==> src/rtl/video_rect_overlay_multi.sv <==
// Multi-box rectangle overlay on the RGB888 video path.
// Up to NUM_BOX margin-expanded, LINE_W-thick borders, each in its own colour. Box
// coordinates are shadow-latched one entry per clock during vertical blanking, so a
// box never moves mid-frame. Fixed two-clock latency for pixel data and syncs.
module video_rect_overlay_multi #(
    parameter int unsigned NUM_BOX   = 4,
    parameter int unsigned IMG_HDISP = 1280,
    parameter int unsigned IMG_VDISP = 720,
    parameter int unsigned H_MARGIN  = 50,
    parameter int unsigned V_MARGIN  = 20,
    parameter int unsigned LINE_W    = 2
) (
    input  logic                   clk,
    input  logic                   rst,
    input  logic                   overlay_en,
    input  logic                   per_frame_vsync,
    input  logic                   per_frame_href,
    input  logic                   per_frame_clken,
    input  logic [7:0]             per_img_red,
    input  logic [7:0]             per_img_green,
    input  logic [7:0]             per_img_blue,
    input  logic [NUM_BOX*43-1:0]  target_pos,
    input  logic [NUM_BOX*24-1:0]  box_color,
    output logic                   post_frame_vsync,
    output logic                   post_frame_href,
    output logic                   post_frame_clken,
    output logic [7:0]             post_img_red,
    output logic [7:0]             post_img_green,
    output logic [7:0]             post_img_blue,
    output logic [NUM_BOX-1:0]     box_active
);

    localparam int unsigned KW    = (NUM_BOX > 1) ? $clog2(NUM_BOX) : 1;
    localparam logic [10:0] XLast = 11'(IMG_HDISP - 1);
    localparam logic [9:0]  YLast = 10'(IMG_VDISP - 1);
    localparam logic [11:0] HMar  = 12'(H_MARGIN);
    localparam logic [11:0] VMar  = 12'(V_MARGIN);
    localparam logic [11:0] HDisp = 12'(IMG_HDISP);
    localparam logic [11:0] VDisp = 12'(IMG_VDISP);
    localparam logic [11:0] LineW = 12'(LINE_W);
    localparam logic [KW-1:0] KLast = KW'(NUM_BOX - 1);

    typedef enum logic [1:0] {StIdle, StLoad, StWait} state_e;

    // Pixel coordinate counters
    logic [10:0] x_q;
    logic [9:0]  y_q;

    // Frame FSM and loader
    state_e          state_q, state_d;
    logic [KW-1:0]   k_q, k_d;
    logic            rise_seen_q, rise_seen_d;
    logic            vsync_q;
    logic            vs_fall, vs_rise;
    logic            load_en;

    // Loader datapath
    logic [42:0]     ld_pos;
    logic [23:0]     ld_color;
    logic [11:0]     ld_xmin, ld_xmax, ld_ymin, ld_ymax;
    logic [11:0]     ld_left, ld_right, ld_up, ld_down;
    logic            ld_valid;

    // Shadow box set used for drawing
    logic [11:0]     left_q  [NUM_BOX];
    logic [11:0]     right_q [NUM_BOX];
    logic [11:0]     up_q    [NUM_BOX];
    logic [11:0]     down_q  [NUM_BOX];
    logic [23:0]     color_q [NUM_BOX];
    logic [NUM_BOX-1:0] valid_q;

    // Hit test and pipeline
    logic [11:0]        px, py;
    logic [NUM_BOX-1:0] hit;
    logic [NUM_BOX-1:0] hit_d1;
    logic [23:0]        rgb_d1;
    logic               vsync_d1, href_d1, clken_d1;
    logic [23:0]        sel_color;

    assign vs_fall = vsync_q & ~per_frame_vsync;
    assign vs_rise = ~vsync_q & per_frame_vsync;

    // x counts accepted pixels per line, y counts lines and saturates on the last one
    always_ff @(posedge clk or posedge rst) begin
        if (rst) begin
            x_q <= '0;
            y_q <= '0;
        end else if (!per_frame_vsync) begin
            x_q <= '0;
            y_q <= '0;
        end else if (per_frame_clken) begin
            if (x_q == XLast) begin
                x_q <= '0;
                if (y_q != YLast) begin
                    y_q <= y_q + 10'd1;
                end
            end else begin
                x_q <= x_q + 11'd1;
            end
        end
    end

    // FSM state, load index and vsync history
    always_ff @(posedge clk or posedge rst) begin
        if (rst) begin
            state_q     <= StIdle;
            k_q         <= '0;
            rise_seen_q <= 1'b0;
            vsync_q     <= 1'b0;
        end else begin
            state_q     <= state_d;
            k_q         <= k_d;
            rise_seen_q <= rise_seen_d;
            vsync_q     <= per_frame_vsync;
        end
    end

    // Next-state: load all entries after vsync falls; a vsync rise seen during the load
    // skips the wait state so the next falling edge is not missed
    always_comb begin
        state_d     = state_q;
        k_d         = k_q;
        rise_seen_d = rise_seen_q;
        load_en     = 1'b0;
        unique case (state_q)
            StIdle: begin
                if (vs_fall) begin
                    state_d     = StLoad;
                    k_d         = '0;
                    rise_seen_d = 1'b0;
                end
            end
            StLoad: begin
                load_en = 1'b1;
                if (vs_rise) begin
                    rise_seen_d = 1'b1;
                end
                if (k_q == KLast) begin
                    k_d     = '0;
                    state_d = (rise_seen_q || vs_rise) ? StIdle : StWait;
                end else begin
                    k_d = k_q + KW'(1);
                end
            end
            StWait: begin
                if (vs_rise) begin
                    state_d = StIdle;
                end
            end
            default: state_d = StIdle;
        endcase
    end

    // Margin expansion with clamping to the active image for the entry being loaded
    always_comb begin
        ld_pos   = target_pos[int'(k_q)*43 +: 43];
        ld_color = box_color[int'(k_q)*24 +: 24];
        ld_xmin  = {1'b0, ld_pos[10:0]};
        ld_ymin  = {2'b0, ld_pos[20:11]};
        ld_xmax  = {1'b0, ld_pos[31:21]};
        ld_ymax  = {2'b0, ld_pos[41:32]};
        ld_up    = (ld_ymin > VMar) ? ld_ymin - VMar : 12'd0;
        ld_left  = (ld_xmin > HMar) ? ld_xmin - HMar : 12'd0;
        ld_down  = (ld_ymax + VMar < VDisp) ? ld_ymax + VMar : VDisp - 12'd1;
        ld_right = (ld_xmax + HMar < HDisp) ? ld_xmax + HMar : HDisp - 12'd1;
        ld_valid = ld_pos[42] & (ld_xmin <= ld_xmax) & (ld_ymin <= ld_ymax);
    end

    // Shadow box registers, written one entry per clock while loading
    always_ff @(posedge clk or posedge rst) begin
        if (rst) begin
            valid_q <= '0;
            for (int k = 0; k < NUM_BOX; k++) begin
                left_q[k]  <= '0;
                right_q[k] <= '0;
                up_q[k]    <= '0;
                down_q[k]  <= '0;
                color_q[k] <= '0;
            end
        end else if (load_en) begin
            left_q[k_q]  <= ld_left;
            right_q[k_q] <= ld_right;
            up_q[k_q]    <= ld_up;
            down_q[k_q]  <= ld_down;
            color_q[k_q] <= ld_color;
            valid_q[k_q] <= ld_valid;
        end
    end

    assign px = {1'b0, x_q};
    assign py = {2'b0, y_q};

    // Border hit per box: inside the outer rectangle but not inside the inner one.
    // Inner bounds are written as x+LINE_W<=right to avoid underflow on narrow boxes.
    always_comb begin
        hit = '0;
        for (int k = 0; k < NUM_BOX; k++) begin
            hit[k] = valid_q[k]
                & (left_q[k] <= px) & (px <= right_q[k])
                & (up_q[k] <= py) & (py <= down_q[k])
                & ~((left_q[k] + LineW <= px) & (px + LineW <= right_q[k])
                    & (up_q[k] + LineW <= py) & (py + LineW <= down_q[k]));
        end
    end

    // Stage 1: register input pixel, syncs and hit vector
    always_ff @(posedge clk or posedge rst) begin
        if (rst) begin
            rgb_d1   <= '0;
            vsync_d1 <= 1'b0;
            href_d1  <= 1'b0;
            clken_d1 <= 1'b0;
            hit_d1   <= '0;
        end else begin
            rgb_d1   <= {per_img_red, per_img_green, per_img_blue};
            vsync_d1 <= per_frame_vsync;
            href_d1  <= per_frame_href;
            clken_d1 <= per_frame_clken;
            hit_d1   <= hit;
        end
    end

    // Lowest-index hit box wins where boxes overlap
    always_comb begin
        sel_color = '0;
        for (int k = NUM_BOX - 1; k >= 0; k--) begin
            if (hit_d1[k]) begin
                sel_color = color_q[k];
            end
        end
    end

    // Stage 2: output registers
    always_ff @(posedge clk or posedge rst) begin
        if (rst) begin
            post_frame_vsync <= 1'b0;
            post_frame_href  <= 1'b0;
            post_frame_clken <= 1'b0;
            post_img_red     <= '0;
            post_img_green   <= '0;
            post_img_blue    <= '0;
        end else begin
            post_frame_vsync <= vsync_d1;
            post_frame_href  <= href_d1;
            post_frame_clken <= clken_d1;
            if (overlay_en && clken_d1 && (|hit_d1)) begin
                {post_img_red, post_img_green, post_img_blue} <= sel_color;
            end else begin
                {post_img_red, post_img_green, post_img_blue} <= rgb_d1;
            end
        end
    end

    assign box_active = valid_q;

endmodule

==> config.mk <==
export PLATFORM = sky130hd
export DESIGN_NAME = video_rect_overlay_multi
export DESIGN_NICKNAME = d
export VERILOG_FILES = /design/src/rtl/video_rect_overlay_multi.sv
export SDC_FILE = /design/constraint.sdc
export NUM_CORES = 1
export LEC_CHECK = 0
export BUFFER_PORTS_ARGS = -buffer_cell sky130_fd_sc_hd__buf_2
export CAP_MARGIN = 10
export CELL_PAD_IN_SITES_DETAIL_PLACEMENT = 1
export CELL_PAD_IN_SITES_GLOBAL_PLACEMENT = 1
export CORE_ASPECT_RATIO = 0.8
export CORE_MARGIN = 10
export CORE_UTILIZATION = 30
export CTS_CLUSTER_DIAMETER = 60
export DETAILED_ROUTE_END_ITERATION = 10
export PLACE_DENSITY = 0.68
export SYNTH_ARGS = -nofsm -noshare
export SYNTH_HDL_FRONTEND = slang
export SYNTH_SLANG_ARGS = --single-unit
==> constraint.sdc <==
create_clock -name clk -period 17.88 [get_ports clk]
set_clock_uncertainty 0.05 [all_clocks]
set_input_delay 4.47 -clock clk [delete_from_list [all_inputs] [get_ports clk]]
set_output_delay 4.47 -clock clk [all_outputs]
set_load 0.02 [all_outputs]
==> impl_results.html <==
<table>
<tr><th>Metric</th><th>Value</th></tr>
<tr><th colspan="2">Yosys</th></tr>
<tr><td>YS warnings</td><td>0</td></tr>
<tr><td>Count of flip-flops with a built-in enable after synthesis</td><td>0</td></tr>
<tr><td>Syn Nets</td><td>3581</td></tr>
<tr><td>Number of library cell types mapped by synthesis</td><td>78</td></tr>
<tr><td>Post-Synthesis Cells</td><td>2912</td></tr>
<tr><td>Average size of a mapped cell</td><td>9.01 um^2</td></tr>
<tr><td>Post-synthesis cell area</td><td>~0.026 mm^2</td></tr>
<tr><td>Flip-flop cell with the highest count after synthesis</td><td>sky130_fd_sc_hd__dfrtp_1</td></tr>
<tr><td>Share of synthesized area occupied by flip-flops and latches</td><td>between 30% and 40%</td></tr>
<tr><td>Flops &amp; latches, synth</td><td>368</td></tr>
<tr><td>Asr flop ratio synth</td><td>100%</td></tr>
<tr><th colspan="2">Critical path</th></tr>
<tr><td>Worst setup SP type</td><td>primary input</td></tr>
<tr><td>Arrival time of data at the critical path endpoint</td><td>7.56 ns</td></tr>
<tr><td>Launch point of the worst reg-to-reg path</td><td>k_q[0]</td></tr>
<tr><td>Maximum fanout count along the critical path</td><td>about 130</td></tr>
<tr><td>Data required time at the worst endpoint</td><td>18.49 ns</td></tr>
<tr><td>Capturing element type of the critical path</td><td>async pin</td></tr>
<tr><td>Type of the worst setup path</td><td>in -&gt; async</td></tr>
<tr><td>Start point of the critical path</td><td>rst</td></tr>
<tr><th colspan="2">Global route</th></tr>
<tr><td>Layer carrying the most global-route usage</td><td>met2</td></tr>
<tr><td>Antenna violations before repair</td><td>8</td></tr>
<tr><td>Gr usage total</td><td>18.9%</td></tr>
<tr><td>Maximum number of pins on one net before global-route repair</td><td>126</td></tr>
<tr><td>Met2 track demand over resource in global routing</td><td>29.0%</td></tr>
<tr><td>Total grt overflow</td><td>0</td></tr>
<tr><td>Met3 routing resource usage after global routing</td><td>3.91%</td></tr>
<tr><td>Number of global-route vias before repair</td><td>approximately 24000</td></tr>
<tr><td>GR met1 Demand/Resource</td><td>between 20% and 30%</td></tr>
<tr><td>First-pass GRT wire length</td><td>around 150000 um</td></tr>
<tr><th colspan="2">STA</th></tr>
<tr><td>Final setup violation count</td><td>0</td></tr>
<tr><td>Setup repair after global routing missed its margin</td><td>no</td></tr>
<tr><td>Final Hold Vio Count</td><td>0</td></tr>
<tr><td>Peak clock frequency supported by timing</td><td>0.144 GHz</td></tr>
<tr><td>Final-layout worst hold slack</td><td>0.302 ns</td></tr>
<tr><td>Share of the clock period used by the worst path after layout</td><td>38.9%</td></tr>
<tr><td>Final setup TNS</td><td>0 ns</td></tr>
<tr><td>Final worst setup slack</td><td>10.93 ns</td></tr>
<tr><td>Transition time of the tightest slew-check pin</td><td>between 1 and 1.5 ns</td></tr>
<tr><td>Number of max-slew violations in the final report</td><td>0</td></tr>
<tr><td>Minimum clock period after layout</td><td>roughly 7 ns</td></tr>
<tr><td>Slew HR</td><td>23.6%</td></tr>
<tr><th colspan="2">Die</th></tr>
<tr><td>Core Rows</td><td>96</td></tr>
<tr><td>Die Area</td><td>0.0997 mm^2</td></tr>
<tr><td>Die X-Extent</td><td>351 um</td></tr>
<tr><td>Die extent in y</td><td>between 200 and 300 um</td></tr>
<tr><td>Top-level port count</td><td>329</td></tr>
<tr><td>Starting density of the core</td><td>30.4%</td></tr>
<tr><td>Core area</td><td>0.0862 mm^2</td></tr>
<tr><th colspan="2">Clock tree</th></tr>
<tr><td>Root buffer cell</td><td>sky130_fd_sc_hd__clkbuf_16</td></tr>
<tr><td>Buffers from clock root to sink, at most</td><td>3</td></tr>
<tr><td>Count of H-tree levels built during CTS</td><td>2</td></tr>
<tr><td>Post-CTS Setup Bufs</td><td>0</td></tr>
<tr><td>Clock tree from TritonCTS</td><td>done</td></tr>
<tr><td>CTS Buf Count</td><td>47</td></tr>
<tr><td>TritonCTS Sinks</td><td>368</td></tr>
<tr><td>Total of cells resized after clock tree synthesis</td><td>0</td></tr>
<tr><td>Clock transition at the registers of the reported paths</td><td>0.06 ns</td></tr>
<tr><td>Clk_lat worst skew</td><td>0.61 ns</td></tr>
<tr><td>Cts hold-fix bufs</td><td>0</td></tr>
<tr><th colspan="2">Final layout</th></tr>
<tr><td>Commonest non-fill, non-tap cell in the layout</td><td>sky130_fd_sc_hd__nand2_1</td></tr>
<tr><td>Non-Filler Cell Area, Final</td><td>0.0306 mm^2</td></tr>
<tr><td>Multi-input combinational cell area</td><td>0.0160 mm^2</td></tr>
<tr><td>Final nets</td><td>roughly 3900</td></tr>
<tr><td>Layout cell share with drive strength beyond 1</td><td>16.0%</td></tr>
<tr><td>Leading cell types in the layout, fill and taps excluded</td><td>sky130_fd_sc_hd__nand2_1, sky130_fd_sc_hd__ha_1, sky130_fd_sc_hd__dfrtp_1</td></tr>
<tr><td>Fill cells</td><td>10200</td></tr>
<tr><td>Area overhead of the layout relative to synthesis</td><td>16.7%</td></tr>
<tr><td>Area occupied by registers</td><td>0.00922 mm^2</td></tr>
<tr><th colspan="2">Placement</th></tr>
<tr><td>Placed cell areas</td><td>0.0290 mm^2</td></tr>
<tr><td>Pre-CTS setup slack</td><td>10.09 ns</td></tr>
<tr><td>Number of port buffers</td><td>around 330</td></tr>
<tr><td>Hpwl dp</td><td>73200 um</td></tr>
<tr><td>Final weighted congestion of routability-driven global placement</td><td>roughly 0.84</td></tr>
<tr><th colspan="2">Route</th></tr>
<tr><td>Count of routing violations after the opening detailed-route iteration</td><td>between 1500 and 2000</td></tr>
<tr><td>Drt total wl</td><td>95500 um</td></tr>
<tr><td>Post-DRT Antenna Nets</td><td>0</td></tr>
<tr><td>Final routed DRC violation total</td><td>0</td></tr>
<tr><td>Number of search-and-repair iterations in the first detailed-routing pass</td><td>5</td></tr>
<tr><td>Number of vias in the routed layout</td><td>22900</td></tr>
<tr><td>Routed wire length per instance</td><td>21.9 um</td></tr>
<tr><td>Vias/cell</td><td>5.25</td></tr>
<tr><th colspan="2">Power</th></tr>
<tr><td>Pwr Total</td><td>5.22 mW</td></tr>
<tr><td>Power per unit of standard cell area</td><td>171 mW/mm^2</td></tr>
<tr><td>Static leakage power</td><td>14.6 nW</td></tr>
<tr><td>Maximum vdd drop</td><td>0.130 mV</td></tr>
<tr><th colspan="2">Hold path</th></tr>
<tr><td>Critical hold path startpoint</td><td>href_d1</td></tr>
<tr><td>Path class of the lowest-slack min-delay path</td><td>reg -&gt; reg</td></tr>
<tr><th colspan="2">Outcome</th></tr>
<tr><td>Run status</td><td>finished clean</td></tr>
<tr><th colspan="2">Flow run</th></tr>
<tr><td>Number of max-capacitance violations reported</td><td>0</td></tr>
</table>
routing by layer:
| metal | part of all wire [%] | wire (um) |
|---|---|---|
| met1 | 48 | 45600 |
| met2 | 43 | 41300 |
| met3 | 6.7 | 6390 |
| met4 | 2.4 | 2300 |
| met5 | 0 | 0 |
synth_stat cells (10+ instances only):
master / instances / area share, %
sky130_fd_sc_hd__nor3_1: 26 / 0.50
sky130_fd_sc_hd__a2111oi_0: 10 / 0.33
sky130_fd_sc_hd__clkbuf_1: 85 / 1.2
sky130_fd_sc_hd__nor4_1: 13 / 0.31
sky130_fd_sc_hd__xnor2_1: 80 / 2.7
sky130_fd_sc_hd__and3_1: 13 / 0.31
sky130_fd_sc_hd__mux4_2: 62 / 5.3
sky130_fd_sc_hd__nand3_1: 79 / 1.5
sky130_fd_sc_hd__nand2b_1: 18 / 0.43
sky130_fd_sc_hd__mux2i_1: 29 / 1.1
sky130_fd_sc_hd__and2_1: 17 / 0.41
sky130_fd_sc_hd__o211ai_1: 23 / 0.66
sky130_fd_sc_hd__ha_1: 371 / 18
sky130_fd_sc_hd__dfrtp_1: 368 / 35
sky130_fd_sc_hd__xor2_1: 28 / 0.94
sky130_fd_sc_hd__o21a_1: 14 / 0.40
sky130_fd_sc_hd__o31ai_1: 11 / 0.31
sky130_fd_sc_hd__nor2b_1: 29 / 0.69
sky130_fd_sc_hd__a21o_1: 42 / 1.2
sky130_fd_sc_hd__nand4_1: 62 / 1.5
sky130_fd_sc_hd__a21oi_1: 172 / 3.3
sky130_fd_sc_hd__a211oi_1: 24 / 0.69
sky130_fd_sc_hd__nor2_1: 178 / 2.5
sky130_fd_sc_hd__nand4b_1: 15 / 0.50
sky130_fd_sc_hd__nand2_1: 587 / 8.4
sky130_fd_sc_hd__o21ai_0: 246 / 4.7
sky130_fd_sc_hd__inv_1: 170 / 2.4
area by class of cell:
| type | count | share of cell area (%) |
|---|---|---|
| multi-input combinational | 2267 | 52.2 |
| sequential | 368 | 30.1 |
| timing repair buffer | 346 | 5.80 |
| tap | 1127 | 4.61 |
| clock buffer | 63 | 4.40 |
| inverter | 171 | 2.12 |
| clock inverter | 22 | 0.752 |
| antenna | 4 | 0.0327 |
path summary, 6_finish.rpt:
kind | endpoint | slack, ns | cells after the start
worst min register to register | post_frame_href | 0.30 | 0
worst max register to register | down_q[15] | 13.21 | 8
min in group asynchronous | href_d1 | 3.93 | 2
worst max-delay path | right_q[43] | 10.93 | 5
worst min-delay path | post_frame_href | 0.30 | 0
max in group clk | box_active[3] | 11.13 | 11
per-stage QoR:
step | util [%] | cells
floorplan | - | 2912
detailed placement | 33.7 | 4279
CTS | 35.5 | 4364
global placement | 33.7 | 4279
global route | 35.5 | 4365
finish | 35.5 | 4368
flip-flops by register name, summed over array words and instances (netlist names):
name	cells
left_q	48
post_img_red	8
post_frame_clken	1
state_q	2
color_q	96
box_active	4
up_q	44
x_q	11
hit_d1	4
down_q	44
right_q	48
rgb_d1	24
post_frame_href	1
href_d1	1
rise_seen_q	1
y_q	10
clken_d1	1
k_q	2
post_frame_vsync	1
post_img_blue	8
vsync_d1	1
post_img_green	8
power breakdown:
group          switching (mW)  leakage (nW)  internal (mW)
logic                    1.77          9.31           1.02
registers               0.303          4.50           1.16
clock network           0.403         0.781          0.564
kinds of logic after synthesis:
kind of cell    Yosys count  synth area share [%]
xor+xnor                108                  3.61
flops                   368                  35.1
mux                      99                  7.06
simple gates           1074                  18.4
compound gates          615                  14.0
buf+inv                 277                  4.16
fa+ha+maj               371                  17.7
worst max-delay path, stage by stage:
cell and delay, ns:
sky130_fd_sc_hd__buf_2 0.13, sky130_fd_sc_hd__inv_8 0.52, sky130_fd_sc_hd__buf_4 0.76, sky130_fd_sc_hd__buf_4 0.81, sky130_fd_sc_hd__buf_4 0.70
(Power assumes the default switching activity.)
